File: config.mk
export PLATFORM = sky130hd
export DESIGN_NAME = register_file_2r1w
export DESIGN_NICKNAME = d
export VERILOG_FILES = /design/src/rtl/register_file_2r1w_pkg.sv /design/src/rtl/register_file_2r1w_if.sv /design/src/rtl/register_file_2r1w_dump_seq.sv /design/src/rtl/register_file_2r1w.sv
export SDC_FILE = /design/constraint.sdc
export NUM_CORES = 2
export LEC_CHECK = 0
export ABC_AREA = 1
export CAP_MARGIN = 20
export CORE_UTILIZATION = 49
export CTS_CLUSTER_SIZE = 40
export DETAILED_ROUTE_END_ITERATION = 8
export DONT_BUFFER_PORTS = 1
export PLACE_DENSITY_LB_ADDON = 0.15
export REMOVE_ABC_BUFFERS = 1
export SYNTH_ARGS = -nofsm -noshare
export SYNTH_HDL_FRONTEND = slang
export SYNTH_SLANG_ARGS = --single-unit
File: constraint.sdc
create_clock -name clk -period 3.88 [get_ports clk]
set_clock_uncertainty 0.1 [all_clocks]
set_input_delay 0.582 -clock clk [delete_from_list [all_inputs] [get_ports clk]]
set_output_delay 0.582 -clock clk [all_outputs]
set_load 0.03 [all_outputs]
File: src/rtl/register_file_2r1w_pkg.sv
// Shared CPU constants and the dump sequencer state type.
// Imported by the register file, its dump sequencer and the bench.
package cpu_pkg;

  localparam int XLEN       = 32;
  localparam int REG_ADDR_W = 5;
  localparam int NUM_REGS   = 32;

  localparam logic [REG_ADDR_W-1:0] ZERO_REG = 5'd0;

  typedef enum logic [1:0] {
    IDLE,
    SCAN,
    DONE
  } dump_state_t;

endpackage

File: src/rtl/register_file_2r1w_if.sv
// Debug-dump stream bundle: start pulse, valid/ready beat, status.
// The sequencer drives it as master; the consumer side is the slave.
interface register_file_2r1w_if #(
  parameter int DATA_W = 32,
  parameter int ADDR_W = 5
);

  logic              start;
  logic              valid;
  logic              ready;
  logic [ADDR_W-1:0] index;
  logic [DATA_W-1:0] data;
  logic              busy;
  logic              done;

  modport master (
    input  start,
    input  ready,
    output valid,
    output index,
    output data,
    output busy,
    output done
  );

  modport slave (
    output start,
    output ready,
    input  valid,
    input  index,
    input  data,
    input  busy,
    input  done
  );

endinterface

File: src/rtl/register_file_2r1w_dump_seq.sv
// Dump FSM: streams every register in index order over valid/ready.
// Presented data tracks writes so a stalled beat is never stale.
module regfile_dump_seq
  import cpu_pkg::*;
#(
  parameter int DATA_W   = XLEN,
  parameter int ADDR_W   = REG_ADDR_W,
  parameter int NUM_REGS = cpu_pkg::NUM_REGS
) (
  input  logic                 clk,
  input  logic                 rst_n,
  register_file_2r1w_if.master dmp,
  output logic [ADDR_W-1:0]    o_rd_idx,
  input  logic [DATA_W-1:0]    i_rd_data,
  input  logic                 i_we,
  input  logic [ADDR_W-1:0]    i_waddr,
  input  logic [DATA_W-1:0]    i_wdata
);

  localparam logic [ADDR_W-1:0] LAST = ADDR_W'(NUM_REGS - 1);

  dump_state_t       r_state, w_state;
  logic [ADDR_W-1:0] r_idx, w_idx;
  logic [DATA_W-1:0] r_data, w_data;
  logic              r_valid, w_valid;
  logic              r_busy, w_busy;
  logic              w_acc;

  always_ff @(posedge clk or negedge rst_n) begin
    if (!rst_n) begin
      r_state <= IDLE;
      r_idx   <= '0;
      r_data  <= '0;
      r_valid <= 1'b0;
      r_busy  <= 1'b0;
    end else begin
      r_state <= w_state;
      r_idx   <= w_idx;
      r_data  <= w_data;
      r_valid <= w_valid;
      r_busy  <= w_busy;
    end
  end

  always_comb begin
    w_state  = r_state;
    w_idx    = r_idx;
    w_data   = r_data;
    w_valid  = r_valid;
    w_busy   = r_busy;
    w_acc    = r_valid & dmp.ready;
    o_rd_idx = r_idx + 1'b1;
    unique case (r_state)
      IDLE: begin
        if (dmp.start) begin
          w_state = SCAN;
          w_idx   = '0;
          w_data  = '0;
          w_valid = 1'b1;
          w_busy  = 1'b1;
        end
      end
      SCAN: begin
        if (w_acc) begin
          if (r_idx == LAST) begin
            w_state = DONE;
            w_valid = 1'b0;
          end else begin
            w_idx  = o_rd_idx;
            w_data = i_rd_data;
          end
        end else if (i_we && i_waddr == r_idx && r_idx != '0) begin
          w_data = i_wdata;
        end
      end
      DONE: begin
        w_state = IDLE;
        w_busy  = 1'b0;
      end
      default: w_state = IDLE;
    endcase
  end

  assign dmp.valid = r_valid;
  assign dmp.index = r_idx;
  assign dmp.data  = r_data;
  assign dmp.busy  = r_busy;
  assign dmp.done  = (r_state == DONE);

endmodule

File: src/rtl/register_file_2r1w.sv
// 32-entry 2-read/1-write register file, x0 hardwired to zero,
// with write-through bypass on all read paths and a debug dump stream.
module register_file_2r1w
  import cpu_pkg::*;
#(
  parameter int DATA_W   = XLEN,
  parameter int ADDR_W   = REG_ADDR_W,
  parameter int NUM_REGS = cpu_pkg::NUM_REGS
) (
  input  logic              clk,
  input  logic              reset,
  input  logic              write_enable,
  input  logic [ADDR_W-1:0] write_register,
  input  logic [DATA_W-1:0] write_data,
  input  logic [ADDR_W-1:0] read_register_1,
  input  logic [ADDR_W-1:0] read_register_2,
  output logic [DATA_W-1:0] read_data_1,
  output logic [DATA_W-1:0] read_data_2,
  input  logic              dump_start,
  output logic              dump_valid,
  input  logic              dump_ready,
  output logic [ADDR_W-1:0] dump_index,
  output logic [DATA_W-1:0] dump_data,
  output logic              dump_busy,
  output logic              dump_done
);

  logic [DATA_W-1:0] r_regs [NUM_REGS];
  logic [ADDR_W-1:0] w_dump_idx;
  logic [DATA_W-1:0] w_dump_rd;

  register_file_2r1w_if #(
    .DATA_W(DATA_W),
    .ADDR_W(ADDR_W)
  ) w_dmp ();

  always_ff @(posedge clk or negedge reset) begin
    if (!reset) begin
      r_regs <= '{default: '0};
    end else if (write_enable && write_register != '0) begin
      r_regs[write_register] <= write_data;
    end
  end

  function automatic logic [DATA_W-1:0] rd_byp(
    input logic [ADDR_W-1:0] a
  );
    if (a == '0)
      return '0;
    if (write_enable && write_register == a)
      return write_data;
    return r_regs[a];
  endfunction

  always_comb begin
    read_data_1 = rd_byp(read_register_1);
    read_data_2 = rd_byp(read_register_2);
    w_dump_rd   = rd_byp(w_dump_idx);
  end

  regfile_dump_seq #(
    .DATA_W  (DATA_W),
    .ADDR_W  (ADDR_W),
    .NUM_REGS(NUM_REGS)
  ) u_dump (
    .clk      (clk),
    .rst_n    (reset),
    .dmp      (w_dmp.master),
    .o_rd_idx (w_dump_idx),
    .i_rd_data(w_dump_rd),
    .i_we     (write_enable),
    .i_waddr  (write_register),
    .i_wdata  (write_data)
  );

  assign w_dmp.start = dump_start;
  assign w_dmp.ready = dump_ready;
  assign dump_valid  = w_dmp.valid;
  assign dump_index  = w_dmp.index;
  assign dump_data   = w_dmp.data;
  assign dump_busy   = w_dmp.busy;
  assign dump_done   = w_dmp.done;

endmodule

== Word level (Yosys, flattened, before mapping) ==
Cells that the tools add are included.
W data, S select, Z words.
Word-level totals
  register bits: 1065
  bits of input ports: 52
Cells by class
  equality and inequality tests: 13
  bitwise gates (word level): 5
  add/sub/neg operators: 1
  mux-type cells: 51
  magnitude comparators: 5
  reductions and logical operators: 20
Operator list (number)
  $bwmux W1024: 1
  $mux W32: 23
  $bmux W32 S5: 3
  $demux W32 S5: 1
  $pmux W32 S2: 1
  $ge A6 B6 Y1 const B: 4
  $not A5 Y6: 4
  $eq A5 B5 Y1: 4
  $logic_not A5 Y1: 3
  $mux W5: 3
  $mux W1: 12
  $reduce_and A4 Y1: 3
  $pmux W5 S2: 1
  $reduce_bool A5 Y1: 2
  $logic_and A1 B1 Y1: 7
  $lt A6 B1 Y1 const B: 1
  $mux W2: 3
  $add A5 B1 Y5 const B: 1
  $eq A5 B5 Y1 const B: 1
  $ne A2 B1 Y1 const B: 2
  $ne A2 B2 Y1 const B: 2
  $pmux W1 S2: 2
  $pmux W2 S2: 1
  $reduce_bool A2 Y1: 2
  other kinds (8): 8

== Depth between registers and ports, before layout ==
  depth after elaboration: 10
  depth in mapped cells: 20
  gate-level depth less buffers: 17

== Hierarchy ==
Synthesis repeated with hierarchy kept, for this count alone.
Unflattened totals
  cell total of the unflattened synthesis: 11436
  area, all modules: 71828.9 um^2
Modules (own cells, without submodules)
  register_file_2r1w: times used 1, cells an instance 11113, area an instance 69549.2 um^2
  regfile_dump_seq: times used 1, cells an instance 323, area an instance 2279.7 um^2

== Least setup slack after synthesis ==
Ideal clock, no wire load.
  path type: register to register
  from: reg u_dump.r_idx[0], in the netlist u_dump.dmp.index[0]
  to: reg u_dump.r_data[3], in the netlist u_dump.dmp.data[3]
  period minus slack after synthesis: 3011 ps
  slack: 869 ps
  arrival time: 2794 ps
  buffers on the path: 6
  required time: 3663 ps
  library setup time: 117 ps
  cell stages (with the launch flop): 19
  cells stage by stage: dfrtp_1 > inv_1 > buf_2 > clkbuf_1 > buf_2 > ha_1 > buf_2 > clkinv_1 > clkbuf_1 > clkbuf_1 > nand3_1 > nand3_1 > nand3_1 > nand3_1 > nand3_1 > nand2_1 > nand2_1 > nand2_1 > nand2_1
Between the ends
  longest elaborated chain between the ends: 10
  elaborated cells between the ends (all ways): 25
RTL lines
  start: declaration: RTL line register_file_2r1w_dump_seq.sv:23  | logic [ADDR_W-1:0] r_idx, w_idx;
  start signal: assignment: RTL line register_file_2r1w_dump_seq.sv:38  | r_idx <= w_idx;
  $add A5 B1 Y5: RTL line register_file_2r1w_dump_seq.sv:52  | o_rd_idx = r_idx + 1'b1;
  $not A5 Y6 (implied by the code) or $eq A5 B5 Y1 (tied branches): RTL line register_file_2r1w.sv:52, register_file_2r1w.sv:50
  $bmux W32 S5 or $logic_and A1 B1 Y1 (tied branches): RTL line register_file_2r1w.sv:52, register_file_2r1w.sv:50
  $mux W32 (implied by the code) or $mux W1 (tied branches) (2 in series): RTL line register_file_2r1w.sv:52, register_file_2r1w.sv:50
  $mux W32: RTL line register_file_2r1w.sv:52  | return r_regs[a];
  $mux W32: RTL line register_file_2r1w.sv:50  | if (write_enable && write_register == a)
  $mux W32: RTL line register_file_2r1w_dump_seq.sv:65  | if (r_idx == LAST) begin
  $mux W32: RTL line register_file_2r1w_dump_seq.sv:64  | if (w_acc) begin
  $pmux W32 S2: RTL line register_file_2r1w_dump_seq.sv:53  | unique case (r_state)
  end signal: assignment: RTL line register_file_2r1w_dump_seq.sv:39  | r_data <= w_data;
  end: declaration: RTL line register_file_2r1w_dump_seq.sv:24  | logic [DATA_W-1:0] r_data, w_data;
Several ways; a longest one is shown, not always the timed one. The select of a mux whose other input is x is not followed.
A chain may end at the register's enable or synchronous reset.

== Worst setup path in the final report ==
  from: in read_register_1[0]
  to: out read_data_1[19]
Between the ends
  longest elaborated chain between the ends: 6
  elaborated cells between the ends (all ways): 13
RTL lines
  start: declaration: RTL line register_file_2r1w.sv:15  | input logic [ADDR_W-1:0] read_register_1,
  $not A5 Y6 (implied by the code) or $eq A5 B5 Y1 (tied branches): RTL line register_file_2r1w.sv:52, register_file_2r1w.sv:50
  $bmux W32 S5 or $logic_and A1 B1 Y1 (tied branches): RTL line register_file_2r1w.sv:52, register_file_2r1w.sv:50
  $mux W32 (implied by the code) or $mux W1 (tied branches) (2 in series): RTL line register_file_2r1w.sv:52, register_file_2r1w.sv:50
  $mux W32: RTL line register_file_2r1w.sv:52
  $mux W32 (*): RTL line register_file_2r1w.sv:50
  end: declaration: RTL line register_file_2r1w.sv:17  | output logic [DATA_W-1:0] read_data_1,
Every way passes the cells marked *; elsewhere a longest branch is shown, timed or not. The select of a mux whose other input is x is not followed.

==> results by group <==
Timing
  • Minimum clock period: 4.92 ns
  • Final Hold Viols: 0
  • Min Hold Slack: 0.0521 ns
  • Final setup fails: 64
  • Worst setup margin: -1.04 ns
  • RSZ-0062 raised after global routing: no
  • Final Max Slew Viols: 957
  • Headroom to the max-slew limit: -1.24
  • Fmax: 203 MHz
  • Tightest Pin Transition: 3.35 ns
  • Fin crit share: 1.27

Clocking
  • Total CTS buffers: 120
  • H-tree depth: 3
  • Setup Fix Bufs, Post-CTS: 0
  • # clock sinks: 1065
  • Worst-path clk slew: 0.06 ns
  • Maximum buffer depth of the clock tree: 3
  • Number of gates resized after cts: 0
  • Worst-Skew Late Latency: 0.79 ns
  • Root cell of the clock tree: clkbuf_16
  • CTS tree: yes

Critical path
  • Critical-path cell list: o211ai_1, nand3_1, nand3_1, nand3_1, nand3_1, a21oi_1, buf_4
  • Startpoint Class: input port
  • Worst EP arrival: 4.24 ns
  • WS Path Type: in2out
  • Most frequent CP cell: nand3_1
  • CP peak stage delay: 1.17 ns
  • Max FO, Critical Path: 715
  • Worst R2R Path Depth: 14
  • Register-to-register setup slack: 0.27 ns
  • Critical path's slowest cell: o211ai_1
  • Data required, critical path: 3.20 ns
  • CP Capture Type: output port

Global routing
  • GRT Total Usage: 0.431
  • GRT Residual Overflow: 0
  • Vias in the first global route: 71855
  • Initial antenna violation count: 8
  • Largest net degree at the start of global routing: 725
  • First-pass GRT wire length: 463 mm

Routing
  • Final wirelength: 313 mm
  • Routed wire per std cell: 26.1 um
  • DRT Pass-1 Iters: 9
  • Vias/cell: 6.40
  • Final ANT Viol Nets: 0
  • Via count: 76944
  • DR iter-0 viols: 12976
  • DRC viols: 0

Floorplan
  • Die Height: 379 um
  • # rows: 137
  • Die Area: 143000 um2
  • IO Pins: 156
  • Core Box Area: 140000 um2
  • Initial Util: 0.496
  • Chip Width: 379 um

Synthesis
  • Most common cell in the netlist: nand2_1
  • Compound-gate portion of the synthesized area: 0.226
  • Count of state elements after synthesis: 1065
  • Cell variety after synth: 29
  • Leading area contributor after synthesis: dfrtp_1
  • Post-Synth Adder-Cell Area: 0.000720
  • Top cells by area, synth: dfrtp_1 38%, nand2_1 15%, o21ai_0 14%
  • Number of synthesized flops with an enable pin: 0
  • Yosys top cell area share: 0.384
  • Part of the Yosys area used for sequential elements: 0.384
  • Yosys warning count: 0
  • FFs w/ async S/R, synth: 1.00
  • Syn Area/Cell: 6.54 um2
  • Synth top cells by count: 2869 x nand2_1, 1876 x o21ai_0, 1659 x nand3_1
  • Post-Synthesis Cells: 10627
  • Main combinational cell family by area after synthesis: simple AND/OR/NAND/NOR gates
  • Main synth FF type: dfrtp_1
  • Mux share of post-synthesis cell area: 0
  • Synth Area in XOR/XNOR: 0.000882
  • Post-Synth Simple-Gate Area: 0.284
  • Post-Syn Area: 69500 um2

Finish
  • Layout area overhead: 8.34%
  • Layout Nets: 10092
  • Fraction of layout cells with a size suffix above 1: 0.0530

Power and ir drop
  • PwrDens: 452 nW/um2
  • Max VDD drop: 449 uV
  • Leakage Power: 34.5 nW

Run status
  • Outcome: finished, violations left
  • Failing checks: max-slew violations, negative setup slack

Place
  • Final Wtd Congestion: 0.906
  • PortBufs: 0
  • DP HPWL: 159 mm
  • Pre-CTS setup slack: 0.278 ns

Hold path
  • Hold path depth: 2
  • Worst hold path class: in2reg

Run
  • MaxCap Viol Count: 0
## registers in the layout, summed over array words and instances (netlist names)
signal,cells
u_dump.dmp.valid,1
u_dump.dmp.data,32
u_dump.dmp.index,5
r_regs,1024
u_dump.r_state,2
u_dump.dmp.busy,1
## worst max-delay path, delay by kind of cell
| family | cells | cell delay (ns) |
|---|---|---|
| buf+inv | 1 | 0.19 |
| compound gates | 2 | 1.32 |
| simple gates | 4 | 0.57 |
## layout by cell type (no fill, tap or decap), types with 3 or more instances in the layout
cell type,netlist,routed
a211oi_1,3,3
a21oi_1,856,856
a31oi_1,17,17
buf_12,0,46
buf_16,0,5
buf_4,3,212
bufinv_16,0,7
clkbuf_1,737,24
clkbuf_16,0,124
clkbuf_8,0,36
clkinv_1,6,3
clkinv_2,0,25
clkinvlp_4,0,3
dfrtp_1,1065,1064
dlygate4sd3_1,0,33
inv_1,866,854
inv_2,8,11
inv_4,0,3
inv_6,0,5
inv_8,0,6
nand2_1,2869,2854
nand2_2,14,3
nand2_4,0,26
nand3_1,1659,1656
nand4_1,29,29
nor2_1,61,59
nor2_4,0,7
nor3_1,7,7
nor3_2,4,4
o211a_1,4,4
o211ai_1,235,235
o21ai_0,1876,1876
o21ai_1,7,7
o22ai_1,9,9
xor2_1,6,6
## final timing paths
check | startpoint | end
max | read_register_1[0] | read_data_1[19]
min | dump_start | u_dump.dmp.busy
max reg2reg | u_dump.dmp.index[2] | u_dump.dmp.data[26]
min reg2reg | r_regs[996] | r_regs[996]
max in group asynchronous | reset | r_regs[297]
min in group asynchronous | reset | u_dump.dmp.data[4]
## per-layer routing
| metal | global-route usage | up-vias | wire [um] |
|---|---|---|---|
| met4 | 0.273 | 8 | 23300 |
| li1 | - | 34145 | - |
| met1 | 0.556 | 35461 | 115000 |
| met3 | 0.136 | 1376 | 47200 |
| met2 | 0.623 | 5954 | 128000 |
| met5 | 0.00343 | - | 117 |
## final cells by class
cell class / instances / area [um2]
inverters: 880 / 3370
flip-flops and latches: 1065 / 26700
diodes: 2 / 5.00
repair buffers: 299 / 3040
fillers: 13729 / 64800
well taps: 1876 / 2350
clock inverters: 40 / 438
multi-input cells: 7670 / 35800
clock buffers: 182 / 3640
## power by group
part / internal (W) / total (W) / leakage (nW) / switching, W
clock network: 0.00689 / 0.0120 / 2.02 / 0.00514
registers: 0.0132 / 0.0150 / 13.4 / 0.00181
logic: 0.00258 / 0.00701 / 19.0 / 0.00443
## cells by family (layout without fill, tap and decap cells)
group,count (synthesis),count (layout)
and+or+nand+nor,4652,4652
DFF,1065,1065
other,0,2
xor gates and xnor gates,7,7
adders and majority gates,4,4
AOI/OAI and AO/OA,3007,3007
buffers and inverters,1892,1401
## per-stage QoR
step	TNS, ns	cell area [um2]	power [W]	std cells	utilization
2_1_floorplan	-1471.97	65500	0.0197	9615	-
3_3_place_gp	0	70800	0.0216	11753	0.505
3_5_place_dp	0	70800	0.0219	11753	0.505
4_1_cts	0	75200	0.0339	12009	0.537
5_1_grt	0	75300	0.0357	12014	0.538
6_report	-37.02	75300	0.0341	12014	0.538
## what timing repair did
item / in CTS / in global routing
hold buffers: 34 / 0
setup endpoints to repair: 0 / 424
hold endpoints to repair: 442 / 0
No activity file was read; power rests on OpenSTA's default activity.
